**src/rtl/alu_pipe_pkg.sv**
```systemverilog
// Shared types for the handshaked accumulator ALU: opcode encoding and flag bundle.
package alu_pipe_pkg;

  localparam int unsigned OP_W = 4;

  typedef enum logic [OP_W-1:0] {
    OP_HLT = 4'h0,
    OP_SKZ = 4'h1,
    OP_ADD = 4'h2,
    OP_AND = 4'h3,
    OP_XOR = 4'h4,
    OP_LDA = 4'h5,
    OP_STO = 4'h6,
    OP_JMP = 4'h7,
    OP_SUB = 4'h8,
    OP_OR  = 4'h9,
    OP_SHL = 4'hA,
    OP_SHR = 4'hB,
    OP_MUL = 4'hC
  } alu_op_t;

  typedef struct packed {
    logic zero;
    logic negative;
    logic carry;
    logic overflow;
  } alu_flags_t;

  // Control-flow style opcodes simply pass the accumulator through.
  function automatic logic op_is_pass(alu_op_t op);
    return (op == OP_HLT) || (op == OP_SKZ) || (op == OP_STO) || (op == OP_JMP);
  endfunction

endpackage

```
**src/rtl/alu_pipe_mul_shift_add.sv**
```systemverilog
// Sequential unsigned multiplier: one partial-product step per cycle, WIDTH steps,
// full 2*WIDTH product. done pulses for one cycle once the product is final.
module mul_shift_add #(
  parameter int unsigned WIDTH = 8
) (
  input  logic               clk,
  input  logic               rst,
  input  logic               start,
  input  logic [WIDTH-1:0]   a,
  input  logic [WIDTH-1:0]   b,
  output logic               busy,
  output logic               done,
  output logic [2*WIDTH-1:0] product
);

  localparam int unsigned CW = $clog2(WIDTH);

  logic [2*WIDTH-1:0] acc;
  logic [2*WIDTH-1:0] mcand;
  logic [WIDTH-1:0]   mplier;
  logic [CW-1:0]      count;

  assign product = acc;

  // Load operands on start, then add the shifted multiplicand for each set multiplier bit.
  always_ff @(posedge clk) begin
    if (rst) begin
      acc    <= '0;
      mcand  <= '0;
      mplier <= '0;
      count  <= '0;
      busy   <= 1'b0;
      done   <= 1'b0;
    end else begin
      done <= 1'b0;
      if (start) begin
        acc    <= '0;
        mcand  <= {{WIDTH{1'b0}}, a};
        mplier <= b;
        count  <= CW'(WIDTH - 1);
        busy   <= 1'b1;
      end else if (busy) begin
        if (mplier[0]) begin
          acc <= acc + mcand;
        end
        mcand  <= mcand << 1;
        mplier <= mplier >> 1;
        if (count == '0) begin
          busy <= 1'b0;
          done <= 1'b1;
        end else begin
          count <= count - 1'b1;
        end
      end
    end
  end

endmodule

```
**src/rtl/alu_pipe.sv**
```systemverilog
// Handshaked accumulator ALU: single-cycle ops complete with latency 1,
// MUL runs through the shift-add sub-block. Result and flags are held until taken.
module alu_pipe
  import alu_pipe_pkg::*;
#(
  parameter int unsigned WIDTH  = 8,
  parameter int unsigned MUL_EN = 1
) (
  input  logic             clk,
  input  logic             rst,
  input  logic             in_valid,
  output logic             in_ready,
  input  alu_op_t          opcode,
  input  logic [WIDTH-1:0] accum,
  input  logic [WIDTH-1:0] data,
  output logic             out_valid,
  input  logic             out_ready,
  output logic [WIDTH-1:0] out,
  output logic             zero,
  output logic             negative,
  output logic             carry,
  output logic             overflow,
  output logic             busy
);

  localparam int unsigned MSB = WIDTH - 1;
  localparam int unsigned SHW = $clog2(WIDTH);

  typedef enum logic {
    S_IDLE,
    S_MUL
  } state_t;

  state_t             state;
  alu_flags_t         flags;

  logic               accept;
  logic               is_mul;
  logic               mul_start;
  logic               mul_busy;
  logic               mul_done;
  logic [2*WIDTH-1:0] mul_product;

  logic [SHW-1:0]     sh;
  logic [WIDTH:0]     add_ext;
  logic [WIDTH:0]     sub_ext;
  logic [WIDTH:0]     shl_ext;
  logic [WIDTH:0]     shr_ext;
  logic [WIDTH-1:0]   res;
  logic               res_c;
  logic               res_v;
  alu_flags_t         res_flags;

  assign sh        = data[SHW-1:0];
  assign in_ready  = !rst && (state == S_IDLE) && (!out_valid || out_ready);
  assign accept    = in_valid && in_ready;
  assign is_mul    = (MUL_EN != 0) && (opcode == OP_MUL);
  assign mul_start = accept && is_mul;

  assign zero      = flags.zero;
  assign negative  = flags.negative;
  assign carry     = flags.carry;
  assign overflow  = flags.overflow;
  assign busy      = mul_busy;

  // Single-cycle datapath; the shifts use one extra bit to catch the last bit shifted out.
  always_comb begin
    add_ext = {1'b0, accum} + {1'b0, data};
    sub_ext = {1'b0, accum} - {1'b0, data};
    shl_ext = {1'b0, accum} << sh;
    shr_ext = {accum, 1'b0} >> sh;
    res     = op_is_pass(opcode) ? accum : '0;
    res_c   = 1'b0;
    res_v   = 1'b0;
    case (opcode)
      OP_LDA: res = data;
      OP_AND: res = accum & data;
      OP_OR:  res = accum | data;
      OP_XOR: res = accum ^ data;
      OP_ADD: begin
        res   = add_ext[WIDTH-1:0];
        res_c = add_ext[WIDTH];
        res_v = (accum[MSB] == data[MSB]) && (res[MSB] != accum[MSB]);
      end
      OP_SUB: begin
        res   = sub_ext[WIDTH-1:0];
        res_c = sub_ext[WIDTH];
        res_v = (accum[MSB] != data[MSB]) && (res[MSB] != accum[MSB]);
      end
      OP_SHL: begin
        res   = shl_ext[WIDTH-1:0];
        res_c = shl_ext[WIDTH];
      end
      OP_SHR: begin
        res   = shr_ext[WIDTH:1];
        res_c = shr_ext[0];
      end
      default: ;
    endcase
    res_flags.zero     = (res == '0);
    res_flags.negative = res[MSB];
    res_flags.carry    = res_c;
    res_flags.overflow = res_v;
  end

  // Control FSM with registered result, flags and out_valid.
  always_ff @(posedge clk) begin
    if (rst) begin
      state     <= S_IDLE;
      out_valid <= 1'b0;
      out       <= '0;
      flags     <= '0;
    end else begin
      if (out_valid && out_ready) begin
        out_valid <= 1'b0;
      end
      case (state)
        S_IDLE: begin
          if (accept) begin
            if (is_mul) begin
              state <= S_MUL;
            end else begin
              out       <= res;
              flags     <= res_flags;
              out_valid <= 1'b1;
            end
          end
        end
        S_MUL: begin
          if (mul_done) begin
            out            <= mul_product[WIDTH-1:0];
            flags.zero     <= (mul_product[WIDTH-1:0] == '0);
            flags.negative <= mul_product[MSB];
            flags.carry    <= 1'b0;
            flags.overflow <= |mul_product[2*WIDTH-1:WIDTH];
            out_valid      <= 1'b1;
            state          <= S_IDLE;
          end
        end
        default: state <= S_IDLE;
      endcase
    end
  end

  if (MUL_EN != 0) begin : g_mul
    mul_shift_add #(
      .WIDTH(WIDTH)
    ) u_mul (
      .clk    (clk),
      .rst    (rst),
      .start  (mul_start),
      .a      (accum),
      .b      (data),
      .busy   (mul_busy),
      .done   (mul_done),
      .product(mul_product)
    );
  end else begin : g_no_mul
    assign mul_busy    = 1'b0;
    assign mul_done    = 1'b0;
    assign mul_product = '0;
  end

endmodule

```
**config.mk**
```make
export PLATFORM = sky130hd
export DESIGN_NAME = alu_pipe
export DESIGN_NICKNAME = d
export VERILOG_FILES = /design/src/rtl/alu_pipe_pkg.sv /design/src/rtl/alu_pipe_mul_shift_add.sv /design/src/rtl/alu_pipe.sv
export SDC_FILE = /design/constraint.sdc
export NUM_CORES = 1
export LEC_CHECK = 0
export BUFFER_PORTS_ARGS = -buffer_cell sky130_fd_sc_hd__buf_2
export CAP_MARGIN = 20
export CORE_MARGIN = 2
export CORE_UTILIZATION = 43
export CTS_CLUSTER_SIZE = 10
export DETAILED_ROUTE_END_ITERATION = 10
export PLACE_DENSITY_LB_ADDON = 0.12
export SLEW_MARGIN = 20
export SYNTH_ARGS = -nofsm -noshare
export SYNTH_HDL_FRONTEND = slang
export SYNTH_HIERARCHICAL = 1
export SYNTH_SLANG_ARGS = --single-unit
```
**constraint.sdc**
```tcl
create_clock -name clk -period 2.69 [get_ports clk]
set_clock_uncertainty 0.1 [all_clocks]
set_input_delay 0.269 -clock clk [delete_from_list [all_inputs] [get_ports clk]]
set_output_delay 0.269 -clock clk [all_outputs]
set_load 0.05 [all_outputs]
```
Word-level counts from Yosys, hierarchy flattened --
Index checks and enable logic that the tools add are counted.
Cells by class: muxes and demuxes 32, equality and inequality tests 20, shifts and indexed selects 2, $add $sub $neg 4, bitwise operators 5, reductions and logical operators 24
Operators by type and width (count):
- two-way mux 8 bit | 8
- case mux 8 bit (8 select lines) | 1
- equality test 4 bit (second input constant) | 5
- adder 16 bit | 1
- equality test 4 x 3 -> 1 bit (second input constant) | 4
- zero test 8 bit | 2
- case mux 8 bit (2 select lines) | 1
- two-way mux 4 bit | 3
- two-way mux 1 bit | 11
- adder 8 x 8 -> 9 bit | 1
- two-way mux 3 bit | 3
- left shift 8 x 3 -> 9 bit | 1
- >> shifter 9 x 3 -> 9 bit | 1
- subtractor 8 x 8 -> 9 bit | 1
- bitwise AND 8 bit | 1
- equality test 4 x 2 -> 1 bit (second input constant) | 2
- OR 8 bit | 1
- case mux 4 bit (2 select lines) | 1
- OR reduction 8 bit | 1
- XOR 8 bit | 1
- logical AND 1 bit | 7
- case mux 1 bit (2 select lines) | 3
- equality test 4 x 1 -> 1 bit (second input constant) | 1
- zero test 4 bit | 1
- other kinds (15) | 25
Storage, ports and cells: logic and storage cells 101, input bits 24, flip-flop bits (word level) 59, output and inout bits 15

Logic depth before layout (Yosys ltp) --
Gate-level depths: netlist of the first run.
depth after elaboration 10, mapped depth 10, gate-level depth less buffers 10

Cells and area by module --
Netlist of the first run, hierarchy kept.
Modules (own cells, without submodules):
- alu_pipe | area each 2720.1 um2, cells an instance 337, sequential area each 260.2 um2, times used 1
- mul_shift_add | area each 2561.2 um2, cells an instance 311, sequential area each 900.9 um2, times used 1

Least setup slack after synthesis of the first run --
OpenSTA, ideal clock, no wires.
path kind reg2reg, start point register out_valid, end point register g_mul.u_mul.mcand[6], stages on the path, launching flop included 10, clock period less this slack 3202 ps, arrival 2975 ps, data required time 2462 ps, slack -512 ps, path buffers 2, cells stage by stage dfxtp_1 nor2b_1 nor3_1 nand2_1 nor2_1 clkbuf_1 clkbuf_1 nor2_1 a21oi_1 nor2_1
On the way: word-level cells in the longest chain between the ends 6, elaborated cells on any way between the ends 7, classes of those cells mux: 1; reduce/logical: 6
Ends and longest elaborated chain:
- start: declaration | line alu_pipe.sv:16 | output logic out_valid,
- start signal: assignment | line alu_pipe.sv:110 | out_valid <= 1'b0;
- start signal: assignment | line alu_pipe.sv:115 | out_valid <= 1'b0;
- start signal: assignment | line alu_pipe.sv:125 | out_valid <= 1'b1;
- zero test 1 bit (*) | line alu_pipe.sv:55 | assign in_ready = !rst && (state == S_IDLE) && (!out_valid || out_ready);
- logical OR 1 bit (*) | line alu_pipe.sv:55
- logical AND 1 bit (*) | line alu_pipe.sv:55
- via in_ready | line alu_pipe.sv:12 | output logic in_ready,
- logical AND 1 bit (*) | line alu_pipe.sv:56 | assign accept = in_valid && in_ready;
- logical AND 1 bit (*) | line alu_pipe.sv:58 | assign mul_start = accept && is_mul;
- via mul_start | line alu_pipe.sv:39 | logic mul_start;
- two-way mux 8 bit or nonzero test 2 bit (tied branches)
- end signal: assignment | line alu_pipe_mul_shift_add.sv:38 | mcand <= {{WIDTH{1'b0}}, a};
- end signal: assignment | line alu_pipe_mul_shift_add.sv:46 | mcand <= mcand << 1;
- end: declaration | line alu_pipe_mul_shift_add.sv:19 | logic [2*WIDTH-1:0] mcand;
The timed path passes the listed nets; every way through them passes the cells marked *. A chain may end at the register's enable or synchronous reset.

Final worst setup path of the first run --
start point register g_mul.u_mul.mcand[0], end point register g_mul.u_mul.acc[14], in the netlist g_mul.u_mul/product[14]
On the way: word-level cells in the longest chain between the ends 1
Ends and longest elaborated chain:
- adder 16 bit | line alu_pipe_mul_shift_add.sv:44 | acc <= acc + mcand;
- end signal: assignment | line alu_pipe_mul_shift_add.sv:44
- end: declaration | line alu_pipe_mul_shift_add.sv:18 | logic [2*WIDTH-1:0] acc;
Every way passes these cells.

==> impl_metrics.ini, run 1 <==
[synth]
synth_area_um2 = 5280
async_flop_share = 0
synth_ff_type = dfxtp_1
avgSynthCellArea_um2 = 8.15
synth_top_cell_area_share = 0.220
synth_common_cells = nor2_1 (71), dfxtp_1 (58), a21oi_1 (49)
synth_area_leaders = dfxtp_1 (22%), ha_1 (10%), mux2i_1 (6.3%)
syn-instance-count = 648
synth_most_common_cell = nor2_1
ys_types = 88
yosysTopAreaCell = dfxtp_1
synth-seq-cells = 58
synth-seq-area-share = 0.220
synth_edf_count = 0
synth.yosys.warnings = 6
synth_fp_nets = 718

[floorplan]
die_y_um = 115
ios = 39
coreArea_um2 = 12000
initial_core_util = 0.440
die_x_um = 115
fp.dieArea_um2 = 13200
fp-row-count = 40

[clock_network]
clockBufferDepth = 2
numClockSinks = 58
cts_tree = built
cts_buffers = 9
cts_setup_buffers = 0
clk_pin_slew_worst_paths_ps = 50
ctsResizeCount = 0
insertion_delay_ps = 330
postCtsHoldBufs = 0
htree_levels = 3
clockRootBuffer = clkbuf_16

[power]
p_per_area_nw_per_um2 = 432
leakage_nw = 2.62
finalPower_mw = 2.63
max-vdd-ir-drop_mv = 0.441

[place]
io_buffers = 38
placed_area_um2 = 5760
post-dp-hpwl_um = 13000
gp_congestion = 0.993

[global_routing]
grt_overflow = 0
grtUsageTotal = 0.261
antenna_found_initial = 0
grt_pass1_vias = 4929
grt_pass1_wl_um = 26800
grt_max_degree = 38

[worst_setup_path]
ff2ff_setup_slack_ps = 200
crit_path_end_kind = flop
cp.required_ps = 2820
crit_type = flop to flop
crit_fanout = 3
regToRegStartpoint = g_mul.u_mul/mcand[0]$_SDFFE_PP0P_
r2r_cells = 8
startpoint_type = flop
r2r_end = g_mul.u_mul/product[14]$_SDFFE_PP0P_
arrival_ps = 2620

[detailed_routing]
viasPerCell = 6.11
drc = 0
routedWlPerCell_um = 19.6
drt-total-wl_um = 16700
num_vias = 5203
drtIter0Drc = 372
dr.pass1.iters = 5
antenna_left = 0

[hold_path]
whs_endpoint = g_mul.u_mul/mplier[6]$_SDFFE_PP0P_
min_path_type = input port to flop
holdPathStages = 3
min_from = data[6]

[timing]
relSlewSlack = 0.532
timing.fmax_mhz = 401
slew_viol_final = 0
period_needed_ps = 2490
fin_crit_sh = 0.927
setup_violations = 0
worstMarginPinSlew_ps = 700
holdWs_ps = 180
hold_violations = 0
rsz0062_at_grt = no
finalSetupTns_ps = 0

[layout]
n_fill_cell = 1179
seqCellArea_um2 = 1160
multi_input_area_um2 = 3770
final_nets = 771
drive_gt1_frac = 0.182
n_antenna_cell = 0
areaGrowthSynthToFinish_pct = 14.9
final_area_um2 = 6070

[flow_run]
cap_violations = 0

[run_status]
status = complete, no violations
==> worst max-delay path by stage <==
stage	from	end	slack, ps	depth (start not counted)
final	g_mul.u_mul/mcand[0]$_SDFFE_PP0P_	g_mul.u_mul/product[14]$_SDFFE_PP0P_	200	8
after global placement	data[1]	out[4]$_SDFFE_PP0P_	-60	11
after detailed placement	data[1]	zero$_SDFFE_PP0P_	-20	11
after floorplan	out_valid$_SDFF_PP0_	g_mul.u_mul/mcand[6]$_SDFFE_PP0P_	220	9
after CTS	g_mul.u_mul/mcand[0]$_SDFFE_PP0P_	g_mul.u_mul/product[14]$_SDFFE_PP0P_	200	8
after global routing	g_mul.u_mul/mcand[1]$_SDFFE_PP0P_	g_mul.u_mul/product[15]$_SDFFE_PP0P_	60	7
==> kinds of logic (layout without fill, tap and decap cells) <==
logic type,count (synthesis),in the layout,synth area share
AO/OA/AOI/OAI,192,192,0.257
XOR/XNOR,10,10,0.0166
adder cells (fa/ha/maj),46,46,0.113
buffers and inverters,72,129,0.0689
flip-flops,58,58,0.220
multiplexers,48,48,0.116
AND/OR/NAND/NOR,222,222,0.208
==> cell usage in the layout (no fill, tap or decap), types with 18 or more instances in the layout <==
| cell | count |
|---|---|
| a21oi_1 | 49 |
| buf_2 | 38 |
| buf_4 | 42 |
| dfxtp_1 | 58 |
| ha_1 | 43 |
| inv_1 | 28 |
| mux2i_1 | 33 |
| nand2_1 | 46 |
| nand3_1 | 31 |
| nor2_1 | 70 |
| nor3_1 | 18 |
==> registers in the layout (all words and copies together) (netlist names), 3 cells and up <==
signal and cells:
out 8, g_mul.u_mul/mcand 16, g_mul.u_mul/mplier 8, g_mul.u_mul/product 16, g_mul.u_mul/count 3
==> metrics by stage <==
stage / cells / setup slack, ps / utilization
after floorplan: 648 / 222 / -
after global placement: 837 / -63.9 / 0.480
after detailed placement: 837 / -16.9 / 0.480
after CTS: 852 / 204 / 0.505
after global routing: 852 / 62.5 / 0.505
final: 852 / 196 / 0.505
==> layer usage <==
layer,global-route usage,vias to the layer above,part of all wire
li1,-,2509,-
met1,0.372,2488,0.48
met2,0.397,181,0.43
met3,0.0506,25,0.062
met4,0.0851,0,0.025
met5,0,-,0
==> final cells by class <==
type,count,area share
clock inverter,2,0.00577
timing repair buffer,81,0.0866
tap,147,0.0303
inverter,33,0.0204
clock buffer,13,0.0445
multi-input combinational,518,0.621
sequential,58,0.191
==> critical path, stage by stage, from the launching register on <==
cell and delay (ps):
dfxtp_1 380, ha_1 260, fa_1 410, a21o_1 190
a21oi_1 300, o21a_1 200, nor3_1 100, or3_1 360
o311ai_1 90
==> power breakdown <==
part	leakage [nW]	total [mW]	switching [mW]	internal, mW
Sequential	0.468	0.879	0.00692	0.872
Combinational	2.00	0.584	0.363	0.222
Clock	0.152	1.16	0.377	0.784
Total	2.62	2.63	0.746	1.88
No activity file was read; power rests on OpenSTA's default activity.
==> inputs of run 2 (changes only) <==
==> constraint.sdc (replaced) <==
create_clock -name clk -period 2.3 [get_ports clk]
set_clock_uncertainty 0.1 [all_clocks]
set_input_delay 0.23 -clock clk [delete_from_list [all_inputs] [get_ports clk]]
set_output_delay 0.23 -clock clk [all_outputs]
set_load 0.05 [all_outputs]
==> run 2 against run 1 <==
Global-route usage grew 2.1 points. Worst hold slack lost 13 ps. Cell count up 12%. Sequential share of layout area fell by 2.5 points. Critical path depth increased by 5. Clock power increased by 18%. Critical endpoint is now zero$_SDFFE_PP0P_. Largest cell class unchanged.
==> impl_metrics.ini, run 2 (synthesized netlist as in run 1, its figures left out) <==
[clock_network]
clockBufferDepth = 2
cts_tree = built
postCtsHoldBufs = 0
htree_levels = 3
clockRootBuffer = clkbuf_16
cts_buffers = 9
numClockSinks = 58
insertion_delay_ps = 330
clk_pin_slew_worst_paths_ps = 50

[layout]
mostFrequentLayoutCells = buf_4 (135), nor2_1 (70), dfxtp_1 (54)
n_antenna_cell = 0
final_common_cell = buf_4
final_nets = 871
drive_gt1_frac = 0.312
areaGrowthSynthToFinish_pct = 33.3

[worst_setup_path]
path_buf_inv = 6
critPathMaxStageDelay_ps = 340
arrival_ps = 2460
cp_slowest_cell = mux2_1
cp.required_ps = 2460
crit_family = buffers and inverters
crit_type = input port to flop
crit_fanout = 6
crit_path_end_kind = flop
cp_cell_sequence = buf_2 -> buf_12 -> buf_12 -> buf_4 -> mux2_1 -> mux2i_2 -> buf_4 -> o21ai_0 -> nor3_1 -> buf_4 -> o2111ai_4 -> nor3_2 -> a22o_1
crit_top_cell = buf_4
startpoint_type = input port

[detailed_routing]
met1_length_um = 8540
top_layer_used = met4
drtIter0Drc = 391
antenna_left = 0
num_vias = 5671
drc = 0
drt-total-wl_um = 18300
routedWlPerCell_um = 19.2
viasPerCell = 5.96
dr.pass1.iters = 5
wl_met3_um = 1310
dr_wl_met2_um = 8020

[hold_path]
min_path_type = input port to flop

[power]
p_per_area_nw_per_um2 = 461
pwr-share-comb = 0.263
pwr-share-seq = 0.316
power_switching_share = 0.287
power.switching_uw = 932
finalPower_mw = 3.25
clkPwrFrac = 0.421
max-vdd-ir-drop_mv = 0.420
leakage_nw = 3.14
p_int_mw = 2.32

[run_status]
status = complete, no violations

[place]
post-dp-hpwl_um = 14300
gp_congestion = 1.01
io_buffers = 38

[timing]
fin_crit_sh = 0.997
slew_viol_final = 0
relSlewSlack = 0.635
worstMarginPinSlew_ps = 546
setup_violations = 0
hold_violations = 0
timing.fmax_mhz = 436
finalSetupTns_ps = 0
rsz0062_at_grt = yes
period_needed_ps = 2290

[global_routing]
grt_pass1_wl_um = 28700
grt_overflow = 0
grt_pass1_vias = 5396
grtUsageTotal = 0.281
grt_max_degree = 33
antenna_found_initial = 0

[floorplan]
initial_core_util = 0.440
coreArea_um2 = 12000
fp-row-count = 40
fp.dieArea_um2 = 13200
die_x_um = 115
ios = 39
die_y_um = 115

[flow_run]
cap_violations = 0
==> run 2: changes by cell type in the layout (fill, tap and decap cells not counted), moves of 2 or more <==
cell	previous run	this run
a211oi_1	8	6
buf_12	1	6
buf_4	42	135
buf_6	0	3
dfxtp_1	58	54
dfxtp_2	0	3
fa_1	3	1
fa_2	0	2
ha_1	43	39
ha_4	0	3
o2111ai_1	4	2
==> run 2: area by class of cell <==
type / instances / area, um2
repair buffers: 181 / 1350
fillers: 1117 / 4970
clock buffers: 13 / 270
clock inverters: 2 / 35.0
inverters: 33 / 128
flip-flops and latches: 58 / 1170
multi-input cells: 518 / 3900
well taps: 147 / 184
==> run 2: repair_timing <==
| action | CTS | global route |
|---|---|---|
| buffers inserted | 3 | 4 |
| endpoints found under the setup margin | 4 | 10 |
| gates resized for setup | 6 | 23 |
| pin swaps | 4 | 13 |
==> run 2: per-stage QoR <==
stage / cells / hold slack (ps) / instance area (um2) / util / setup slack [ps]
after global routing: 952 / 198 / 7040 / 0.586 / -49.1
final: 952 / 167 / 7040 / 0.586 / 7.29
after global placement: 930 / 339 / 6550 / 0.545 / -261
after floorplan: 648 / 269 / 5330 / - / -54.8
after detailed placement: 930 / 347 / 6550 / 0.545 / -324
after CTS: 948 / 159 / 6900 / 0.575 / 5.96
==> run 2: worst reg2reg max path, delay by kind of cell (launching register included) <==
kind            cells  cell delay (ps)
fa+ha+maj           2              590
simple gates        2              460
compound gates      4              680
flops               1              350
==> run 2: per-layer routing <==
layer	vias to the layer above	GRT usage
li1	2718	-
met3	30	0.0532
met2	254	0.426
met5	-	0
met4	0	0.0980
met1	2669	0.401
==> run 2: path summary, 6_finish.rpt <==
path,from,endpoint,slack [ps],cells past startpoint
setup / recovery,data[1],zero$_SDFFE_PP0P_,7,13
setup reg to reg,g_mul.u_mul/mcand[0]$_SDFFE_PP0P_,g_mul.u_mul/product[14]$_SDFFE_PP0P_,40,8
hold / removal,data[6],g_mul.u_mul/mplier[6]$_SDFFE_PP0P_,170,3
hold reg to reg,out[3]$_SDFFE_PP0P_,out[3]$_SDFFE_PP0P_,350,2
==> run 2: power groups by stage <==
| stage | Sequential [mW] | Combinational (mW) | Clock [mW] |
|---|---|---|---|
| after floorplan | 1.08 | 0.409 | 0 |
| after global placement | 1.05 | 0.800 | 0 |
| after detailed placement | 1.05 | 0.803 | 0 |
| after CTS | 1.03 | 0.806 | 1.39 |
| after global routing | 1.03 | 0.913 | 1.44 |
| final | 1.03 | 0.855 | 1.37 |
